==> src/rtl/multicycle_ctrl.sv <==
// -----------------------------------------------------------------------------
// multicycle_ctrl
//   Main control FSM for a multicycle RV32I core (lw, sw, R-type, I-type ALU,
//   beq, jal). It steps one shared datapath through fetch, decode, execute,
//   memory and writeback, and stalls on the memory-ready handshake.
//
// Ports
//   clk        core clock
//   reset      synchronous, active-high reset
//   op         opcode, IR[6:0]
//   funct3     IR[14:12], used here only to check lw/sw legality
//   zero       ALU zero flag (beq outcome)
//   mem_ready  memory completed the current access this cycle
//   mem_req    memory access request
//   MemWrite   store strobe
//   IRWrite    load IR and OldPC
//   PCWrite    PC write enable = PCUpdate | (Branch & zero)
//   RegWrite   register-file write enable
//   AdrSrc     memory address: 0 = PC, 1 = ALUOut
//   ALUSrcA    00 = PC, 01 = OldPC, 10 = rd1
//   ALUSrcB    00 = rd2, 01 = imm, 10 = constant 4
//   ResultSrc  00 = ALUOut, 01 = Data, 10 = ALUResult
//   ImmSrc     00 = I, 01 = S, 10 = B, 11 = J (decoded from op)
//   ALUOp      00 = add, 01 = sub, 10 = funct-decoded
//   illegal    sticky illegal-instruction flag, cleared only by reset
//
// Parameter
//   RESET_PC_HOLD  extra FETCH cycles after reset before the first request
// -----------------------------------------------------------------------------
module multicycle_ctrl #(
  parameter int unsigned RESET_PC_HOLD = 0
) (
  input  logic       clk,
  input  logic       reset,
  input  logic [6:0] op,
  input  logic [2:0] funct3,
  input  logic       zero,
  input  logic       mem_ready,
  output logic       mem_req,
  output logic       MemWrite,
  output logic       IRWrite,
  output logic       PCWrite,
  output logic       RegWrite,
  output logic       AdrSrc,
  output logic [1:0] ALUSrcA,
  output logic [1:0] ALUSrcB,
  output logic [1:0] ResultSrc,
  output logic [1:0] ImmSrc,
  output logic [1:0] ALUOp,
  output logic       illegal
);

  localparam logic [6:0] OP_LW   = 7'b0000011;
  localparam logic [6:0] OP_SW   = 7'b0100011;
  localparam logic [6:0] OP_R    = 7'b0110011;
  localparam logic [6:0] OP_I    = 7'b0010011;
  localparam logic [6:0] OP_BEQ  = 7'b1100011;
  localparam logic [6:0] OP_JAL  = 7'b1101111;
  localparam logic [2:0] F3_WORD = 3'b010;

  localparam int unsigned HW = (RESET_PC_HOLD > 0) ? $clog2(RESET_PC_HOLD + 1) : 1;
  localparam logic [HW-1:0] HOLD_INIT = HW'(RESET_PC_HOLD);

  typedef enum logic [3:0] {
    S_FETCH, S_DECODE, S_MEMADR, S_MEMREAD, S_MEMWB, S_MEMWRITE,
    S_EXECR, S_EXECI, S_ALUWB, S_BEQ, S_JAL, S_ILLEGAL
  } state_t;

  state_t        state;
  logic [HW-1:0] hold_cnt;
  logic          illegal_q;
  logic          holding;
  logic          pc_update;
  logic          branch;

  assign holding = (hold_cnt != '0);

  // Decode-step dispatch; lw/sw are only legal with a word-sized funct3.
  function automatic state_t decode_next(input logic [6:0] o, input logic [2:0] f3);
    case (o)
      OP_LW, OP_SW: decode_next = (f3 == F3_WORD) ? S_MEMADR : S_ILLEGAL;
      OP_R:         decode_next = S_EXECR;
      OP_I:         decode_next = S_EXECI;
      OP_BEQ:       decode_next = S_BEQ;
      OP_JAL:       decode_next = S_JAL;
      default:      decode_next = S_ILLEGAL;
    endcase
  endfunction

  // NOTE: state registers use non-blocking assignments so every flop samples
  // the pre-edge values, independent of statement order.
  always_ff @(posedge clk) begin
    if (reset) begin
      state     <= S_FETCH;
      illegal_q <= 1'b0;
      hold_cnt  <= HOLD_INIT;
    end else begin
      case (state)
        S_FETCH: begin
          if (holding)        hold_cnt <= hold_cnt - HW'(1);
          else if (mem_ready) state    <= S_DECODE;
        end
        S_DECODE: begin
          state <= decode_next(op, funct3);
          if (decode_next(op, funct3) == S_ILLEGAL) illegal_q <= 1'b1;
        end
        S_MEMADR:   state <= (op == OP_SW) ? S_MEMWRITE : S_MEMREAD;
        S_MEMREAD:  if (mem_ready) state <= S_MEMWB;
        S_MEMWB:    state <= S_FETCH;
        S_MEMWRITE: if (mem_ready) state <= S_FETCH;
        S_EXECR:    state <= S_ALUWB;
        S_EXECI:    state <= S_ALUWB;
        S_ALUWB:    state <= S_FETCH;
        S_BEQ:      state <= S_FETCH;
        S_JAL:      state <= S_ALUWB;
        S_ILLEGAL:  state <= S_ILLEGAL;
        default:    state <= S_FETCH;
      endcase
    end
  end

  // Output decode. Reset forces every output low in the same cycle so an
  // in-flight store or writeback is dropped immediately.
  // NOTE: every output gets a default before the case so no path leaves a
  // signal unassigned and no latch is inferred.
  always_comb begin
    mem_req   = 1'b0;
    MemWrite  = 1'b0;
    IRWrite   = 1'b0;
    RegWrite  = 1'b0;
    AdrSrc    = 1'b0;
    ALUSrcA   = 2'b00;
    ALUSrcB   = 2'b00;
    ResultSrc = 2'b00;
    ALUOp     = 2'b00;
    pc_update = 1'b0;
    branch    = 1'b0;
    if (!reset) begin
      case (state)
        S_FETCH: begin
          // During the post-reset hold the request is withheld, so neither
          // IR nor PC may be written.
          mem_req   = !holding;
          IRWrite   = mem_ready && !holding;
          pc_update = mem_ready && !holding;
          ALUSrcB   = 2'b10;
          ResultSrc = 2'b10;
        end
        S_DECODE: begin
          ALUSrcA = 2'b01;
          ALUSrcB = 2'b01;
        end
        S_MEMADR: begin
          ALUSrcA = 2'b10;
          ALUSrcB = 2'b01;
        end
        S_MEMREAD: begin
          mem_req = 1'b1;
          AdrSrc  = 1'b1;
        end
        S_MEMWB: begin
          ResultSrc = 2'b01;
          RegWrite  = 1'b1;
        end
        S_MEMWRITE: begin
          mem_req  = 1'b1;
          AdrSrc   = 1'b1;
          MemWrite = 1'b1;
        end
        S_EXECR: begin
          ALUSrcA = 2'b10;
          ALUOp   = 2'b10;
        end
        S_EXECI: begin
          ALUSrcA = 2'b10;
          ALUSrcB = 2'b01;
          ALUOp   = 2'b10;
        end
        S_ALUWB: RegWrite = 1'b1;
        S_BEQ: begin
          ALUSrcA = 2'b10;
          ALUOp   = 2'b01;
          branch  = 1'b1;
        end
        S_JAL: begin
          ALUSrcA   = 2'b01;
          ALUSrcB   = 2'b10;
          pc_update = 1'b1;
        end
        default: ;
      endcase
    end
  end

  assign PCWrite = pc_update | (branch & zero);
  assign illegal = !reset && illegal_q;

  always_comb begin
    ImmSrc = 2'b00;
    if (!reset) begin
      case (op)
        OP_SW:   ImmSrc = 2'b01;
        OP_BEQ:  ImmSrc = 2'b10;
        OP_JAL:  ImmSrc = 2'b11;
        default: ImmSrc = 2'b00;
      endcase
    end
  end

endmodule

==> config.mk <==
export PLATFORM = sky130hd
export DESIGN_NAME = multicycle_ctrl
export DESIGN_NICKNAME = d
export VERILOG_FILES = /design/src/rtl/multicycle_ctrl.sv
export SDC_FILE = /design/constraint.sdc
export NUM_CORES = 1
export LEC_CHECK = 0
export BUFFER_PORTS_ARGS = -buffer_cell sky130_fd_sc_hd__buf_2
export CAP_MARGIN = 10
export CELL_PAD_IN_SITES_DETAIL_PLACEMENT = 0
export CELL_PAD_IN_SITES_GLOBAL_PLACEMENT = 1
export CORE_MARGIN = 2
export CORE_UTILIZATION = 32
export CTS_CLUSTER_DIAMETER = 200
export DETAILED_ROUTE_END_ITERATION = 10
export GPL_TIMING_DRIVEN = 0
export PLACE_DENSITY_LB_ADDON = 0.05
export SLEW_MARGIN = 10
export SYNTH_ARGS = -nofsm -noshare
export SYNTH_HDL_FRONTEND = slang
export SYNTH_SLANG_ARGS = --single-unit
==> constraint.sdc <==
create_clock -name clk -period 2.4 [get_ports clk]
set_clock_uncertainty 0.15 [all_clocks]
set_input_delay 0.36 -clock clk [delete_from_list [all_inputs] [get_ports clk]]
set_output_delay 0.36 -clock clk [all_outputs]
set_load 0.01 [all_outputs]
After elaboration in Yosys (flattened, before gate mapping)
Index checks and enable logic that the tools add are counted.
- register bits after elaboration: 6
- output and inout port bits: 17
- word-level logic and storage cells: 80
- mux-type cells: 35
- reductions and logical operators: 16
- bitwise operators: 2
- $add $sub $neg: 1
- equal/unequal tests: 23
- operator list (operator ; count):
    $mux W4 ; 7
    $pmux W4 S7 ; 1
    $eq A4 B4 Y1 const B ; 5
    $pmux W4 S5 ; 1
    $eq A4 B3 Y1 const B ; 4
    $pmux W2 S2 ; 4
    $eq A7 B6 Y1 const B ; 2
    $eq A7 B7 Y1 const B ; 2
    $mux W1 ; 13
    $reduce_or A2 Y1 ; 6
    $mux W2 ; 5
    $eq A4 B2 Y1 const B ; 2
    $ne A2 B2 Y1 const B ; 4
    $eq A7 B2 Y1 const B ; 1
    $eq A7 B5 Y1 const B ; 1
    $pmux W2 S3 ; 1
    $reduce_or A3 Y1 ; 2
    $eq A4 B1 Y1 const B ; 1
    $logic_not A4 Y1 ; 1
    $pmux W1 S2 ; 2
    $reduce_and A4 Y1 ; 1
    $reduce_or A4 Y1 ; 1
    $eq A3 B2 Y1 const B ; 1
    $mux W3 ; 1
    other kinds (6) ; 8

Logic depth before layout (Yosys ltp)
Gate-level depths: netlist of the first run.
- word-level depth: 7
- mapped depth: 5
- gate-level depth less buffers: 4

Least setup slack after synthesis of the first run
No wires, ideal clock.
- path kind: input-to-output
- start: input port reset
- end: output port mem_req
- path buffers: 1
- cell stages on the path: 4
- setup slack: 555 ps
- arrival time: 1335 ps
- path through: or2_2 > clkbuf_1 > nor3_1 > or2_2
- word-level cells in the longest chain between the ends: 1
- ends and longest elaborated chain (item ; line ; text):
    start: declaration ; 34 ; input logic reset,
    $mux W1 ; 138 ; if (!reset) begin
    end: declaration ; 39 ; output logic mem_req,
No other way between the ends.

Worst setup path in the final report of the first run
- start: register state[2]
- end: output port mem_req
- word-level cells in the longest chain between the ends: 4
- elaborated cells between the ends (all ways): 6
- classes of those cells: 2 x eq/ne; 2 x mux; 2 x reduce/logical
- ends and longest elaborated chain (item ; line ; text):
    start: declaration ; 69 ; state_t state;
    start signal: assignment ; 104 ; state <= decode_next(op, funct3);
    start signal: assignment ; 107 ; S_MEMADR: state <= (op == OP_SW) ? S_MEMWRITE : S_MEMREAD;
    $eq A4 B3 Y1 / $eq A4 B2 Y1 (equally long branches) ; 139 ; case (state)
    $reduce_or A2 Y1 (no line) ; - ;
    $pmux W1 S2 * ; 139 ;
    $mux W1 * ; 138 ;
Mark *: on every way between the ends. The rest lies on a longest branch, timed or not.

==> flow_summary.yaml, run 1 <==
status:
  outcome: "complete, no violations"
synthesis:
  synth_mux_area_share_pct: 4.72
  yosys_register_bits: 5
  synth-adder-area-share_pct: 0
  synth_compound_area_share_pct: 22.0
  synth-xor-area-share_pct: 5.51
  ys.flop_type: "dfxtp_1"
  yosys.area_share.simple_pct: 46.3
  syn-num-nets: 103
  syn_area_um2: 636
  syn_area_per_cell_um2: 7.14
  synth_top_family_by_area: "simple AND/OR/NAND/NOR gates"
  syn_inst: 89
  postSynth.asyncResetShare_pct: 0
  yosysWarningCount: 0
  synth_edf_count: 0
  ys_seq_area_share_pct: 15.7
  ys_types: 41
cts:
  postCtsSetupRepairBufs: 0
  numCtsBuffers: 3
  cts_tree: "done"
  clockBufferDepth: 2
  postCtsResizedCells: 0
  clock_latency_ns: 0.24
  clock-sinks: 5
  htreeDepth: 1
  cts.root.buffer_cell: "clkbuf_4"
  cts.reportedPaths.clkPinSlew_ns: 0.04
  cts_hold_buffers: 0
final_layout:
  final_cell_mix: "buf_2, nor2_1, nand2_1"
  antennaDiodeCount: 0
  drive_above_1_share_pct: 36.6
  synthToLayoutAreaGrowth_pct: 33.1
  final_common_cell: "buf_2"
  final_nets: 138
power:
  leakage_nw: 0.395
  power_density_nw_per_um2: 896
  finalPower_uw: 758
  irDropWorstVdd_mv: 0.483
timing:
  maxClockFrequency_mhz: 469
  fin_crit_ns: 2.13
  post-route-period-util_pct: 88.9
  drv_slew: 0
  hold_viol: 0
  slew_headroom_pct: 67.2
  worstMarginPinSlew_ns: 0.492
  setup_tns_ns: 0
  grt_setup_unrepaired: "no"
  finalSetupViolCount: 0
  hold_ws_ns: 0.347
route:
  drtAntennaViolNets: 0
  met2_length_um: 895
  wl_met1_um: 940
  highest_layer: "met3"
  drt_iter0_markers: 11
  vias: 776
  first_pass_iters: 4
  wl_met3_um: 111
  drc: 0
  via_per_inst: 5.17
  totalWireLength_um: 1950
  wire_per_inst_um: 13.0
die:
  fp.dieW_um: 48.6
  start_util_pct: 33.1
  pin_count: 31
  die_height_um: 48.6
  num_rows: 16
  dieArea_um2: 2360
  coreArea_um2: 1920
place:
  gp_congestion: 0.754
  dpl.hpwl_um: 1480
  io_buffers: 30
worst_setup_path:
  cp.arrival_ns: 1.62
  crit_fanout: 8
  rr_endpoint: "state[2]"
  rr_worst_depth: 5
  crit_required_ns: 1.89
  r2r_slack_ns: 0.83
  critPathKind: "reg2out"
  cp-end-kind: "primary output"
  r2r-start: "state[0]"
  start_kind: "flip-flop"
grt:
  antenna_found_initial: 0
  grt_overflow: 0
  grt_pass1_vias: 757
  grt_pass1_wl_um: 3400
  grt_max_degree: 11
  track_usage_pct: 17.9
hold_path:
  hold_path.class: "in2reg"
  whs_endpoint: "state[1]"
  hold-path-cell-count: 3
  min_from: "reset"
job:
  drv_cap: 0
==> cells in the mapped netlist, drive strengths merged, types with 2 or more instances <==
library cell | n | share of area [%]
a21oi | 3 | 3.0
buf | 5 | 3.9
nand2 | 7 | 4.1
or2 | 3 | 3.0
clkbuf | 2 | 1.2
nand3 | 3 | 2.4
nor4 | 4 | 3.9
xnor2 | 3 | 4.1
nor2b | 6 | 5.9
nor2 | 10 | 5.9
nor3 | 5 | 3.9
o21ai | 2 | 1.6
mux2i | 3 | 4.7
nand2b | 3 | 3.0
dfxtp | 5 | 16
==> sequential cells by signal, summed over array words and instances (netlist names) <==
name	flops
state	4
illegal_q	1
==> cell families (layout without fill, tap and decap cells) <==
kind of cell | Yosys count | after routing
XOR/XNOR | 4 | 4
AND/OR/NAND/NOR | 50 | 50
multiplexers | 3 | 3
buffers and inverters | 8 | 42
AO/OA/AOI/OAI | 19 | 19
flip-flops | 5 | 5
==> worst max-delay path by stage <==
stage	endpoint	cells after the start	start	slack, ns
floorplan	mem_req	4	reset	0.55
global placement	mem_req	7	reset	0.37
detailed placement	mem_req	7	reset	0.35
CTS	mem_req	5	state[2]	0.26
global route	mem_req	5	state[2]	0.10
finish	mem_req	5	state[2]	0.27
==> cell type report <==
class | count | area, µm²
sequential | 5 | 100
clock buffer | 4 | 26.3
multi-input combinational | 76 | 499
timing repair buffer | 30 | 150
tap | 27 | 33.8
inverter | 1 | 3.75
buffer | 7 | 32.5
fill | 220 | 1080
==> worst max-delay path, cell delays in order, from the launching register on <==
cell	delay, ns
dfxtp_1	0.41
or2_2	0.14
clkbuf_1	0.28
nor3_1	0.11
or2_2	0.30
buf_2	0.14
==> power breakdown <==
part / total (mW) / internal, mW / switching [mW]
sequential: 0.142 / 0.115 / 0.0273
clock: 0.0968 / 0.0628 / 0.0340
combinational: 0.518 / 0.222 / 0.297
==> stage by stage <==
stage / area (µm²) / setup WS, ns / utilization [%] / cells
floorplan: 636 / 0.555 / - / 89
global placement: 820 / 0.368 / 42.6 / 146
detailed placement: 820 / 0.354 / 42.6 / 146
CTS: 846 / 0.257 / 44.0 / 150
global route: 846 / 0.103 / 44.0 / 150
finish: 846 / 0.267 / 44.0 / 150
==> per-layer routing <==
layer | track usage [%] | vias to the layer above
li1 | - | 402
met1 | 21.5 | 342
met2 | 31.7 | 32
met3 | 5.86 | 0
met4 | 2.86 | 0
met5 | 0 | -
Power figures use the tool's default switching activity.
==> run 2, diff against run 1 <==
PLACE_DENSITY_LB_ADDON = 0.08   (was 0.05)
==> flow_summary.yaml, run 2 (same netlist as run 1, synthesis figures left out) <==
hold_path:
  hold_path.class: "in2reg"
  whs_endpoint: "state[1]"
  hold-path-cell-count: 3
  min_from: "reset"
die:
  pin_count: 31
  start_util_pct: 33.1
  fp.dieW_um: 48.6
  die_height_um: 48.6
  dieArea_um2: 2360
  coreArea_um2: 1920
  num_rows: 16
route:
  first_pass_iters: 5
  wl_met3_um: 86
  met2_length_um: 889
  vias: 792
  drc: 0
  drt_iter0_markers: 16
  highest_layer: "met4"
  drtAntennaViolNets: 0
  via_per_inst: 5.28
  totalWireLength_um: 1880
  wire_per_inst_um: 12.5
  wl_met1_um: 891
final_layout:
  largest_register: "state"
  final_common_cell: "buf_2"
  drive_above_1_share_pct: 36.6
  top_regs: "state: 4 flops, illegal_q: 1 flops"
  final_area_um2: 846
  final_nets: 138
  antennaDiodeCount: 0
  synthToLayoutAreaGrowth_pct: 33.1
  final_cell_mix: "buf_2, nor2_1, nand2_1"
  largest_reg_flops: 4
  fin_util_pct: 44.0
job:
  drv_cap: 0
power:
  power_density_nw_per_um2: 892
  finalPower_uw: 754
  irDropWorstVdd_mv: 0.727
  leakage_nw: 0.395
timing:
  grt_setup_unrepaired: "no"
  worstMarginPinSlew_ns: 0.510
  slew_headroom_pct: 66.0
  maxClockFrequency_mhz: 470
  hold_viol: 0
  drv_slew: 0
  fin_crit_ns: 2.13
  finalSetupViolCount: 0
  setup_tns_ns: 0
  hold_ws_ns: 0.351
  post-route-period-util_pct: 88.6
worst_setup_path:
  crit_fanout: 8
  r2r-start: "state[2]"
  rr_endpoint: "state[1]"
  crit_required_ns: 1.89
  start_kind: "flip-flop"
  r2r_slack_ns: 0.86
  critPathKind: "reg2out"
  cp.arrival_ns: 1.62
  rr_worst_depth: 5
  cp-end-kind: "primary output"
place:
  placed_area_um2: 820
  io_buffers: 30
  gp_congestion: 0.813
  dpl.hpwl_um: 1480
grt:
  grt_overflow: 0
  grt_max_degree: 11
  track_usage_pct: 17.1
  grt_pass1_vias: 715
  antenna_found_initial: 0
  grt_pass1_wl_um: 3240
cts:
  cts_hold_buffers: 0
  clock_latency_ns: 0.23
  htreeDepth: 1
  cts.reportedPaths.clkPinSlew_ns: 0.04
  postCtsResizedCells: 0
  cts.root.buffer_cell: "clkbuf_4"
  numCtsBuffers: 3
  clock-sinks: 5
  postCtsSetupRepairBufs: 0
  clockBufferDepth: 2
  cts_tree: "done"
status:
  outcome: "complete, no violations"
[run 2: cell counts in the layout (fill, tap and decap cells not counted)]
No cell type changed its count.
[run 2: worst max-delay path, stage by stage, from the launching register on]
cell      delay (ns)
dfxtp_1         0.40
or2_2           0.14
clkbuf_1        0.31
nor3_1          0.10
or2_2           0.30
buf_2           0.14
[run 2: how the worst max path moves through the flow]
stage	startpoint	end	slack [ns]	cells past startpoint
6_report	state[2]	mem_req	0.27	5
5_1_grt	state[2]	mem_req	0.14	5
4_1_cts	state[2]	mem_req	0.27	5
3_5_place_dp	reset	mem_req	0.37	7
3_3_place_gp	reset	mem_req	0.38	7
2_1_floorplan	reset	mem_req	0.55	4
[run 2: cell type report]
class | count | area (µm²)
Inverter | 1 | 3.75
Fill cell | 232 | 1080
Tap cell | 27 | 33.8
Timing Repair Buffer | 30 | 150
Multi-Input combinational cell | 76 | 499
Buffer | 7 | 32.5
Clock buffer | 4 | 26.3
Sequential cell | 5 | 100
[run 2: power by group]
group          internal, mW  switching [mW]  total (mW)
Combinational         0.221           0.298       0.519
Sequential            0.115          0.0275       0.143
Clock                0.0625          0.0299      0.0924
[run 2: metal layers]
layer	GRT usage, %	up-vias
li1	-	395
met1	24.3	373
met2	26.9	22
met3	2.47	2
met4	5.24	0
met5	0	-
[run 2: through the flow]
| stage | cells | setup WS, ns |
|---|---|---|
| after global routing | 150 | 0.139 |
| after floorplan | 89 | 0.555 |
| final | 150 | 0.274 |
| after CTS | 150 | 0.275 |
| after global placement | 146 | 0.376 |
| after detailed placement | 146 | 0.366 |
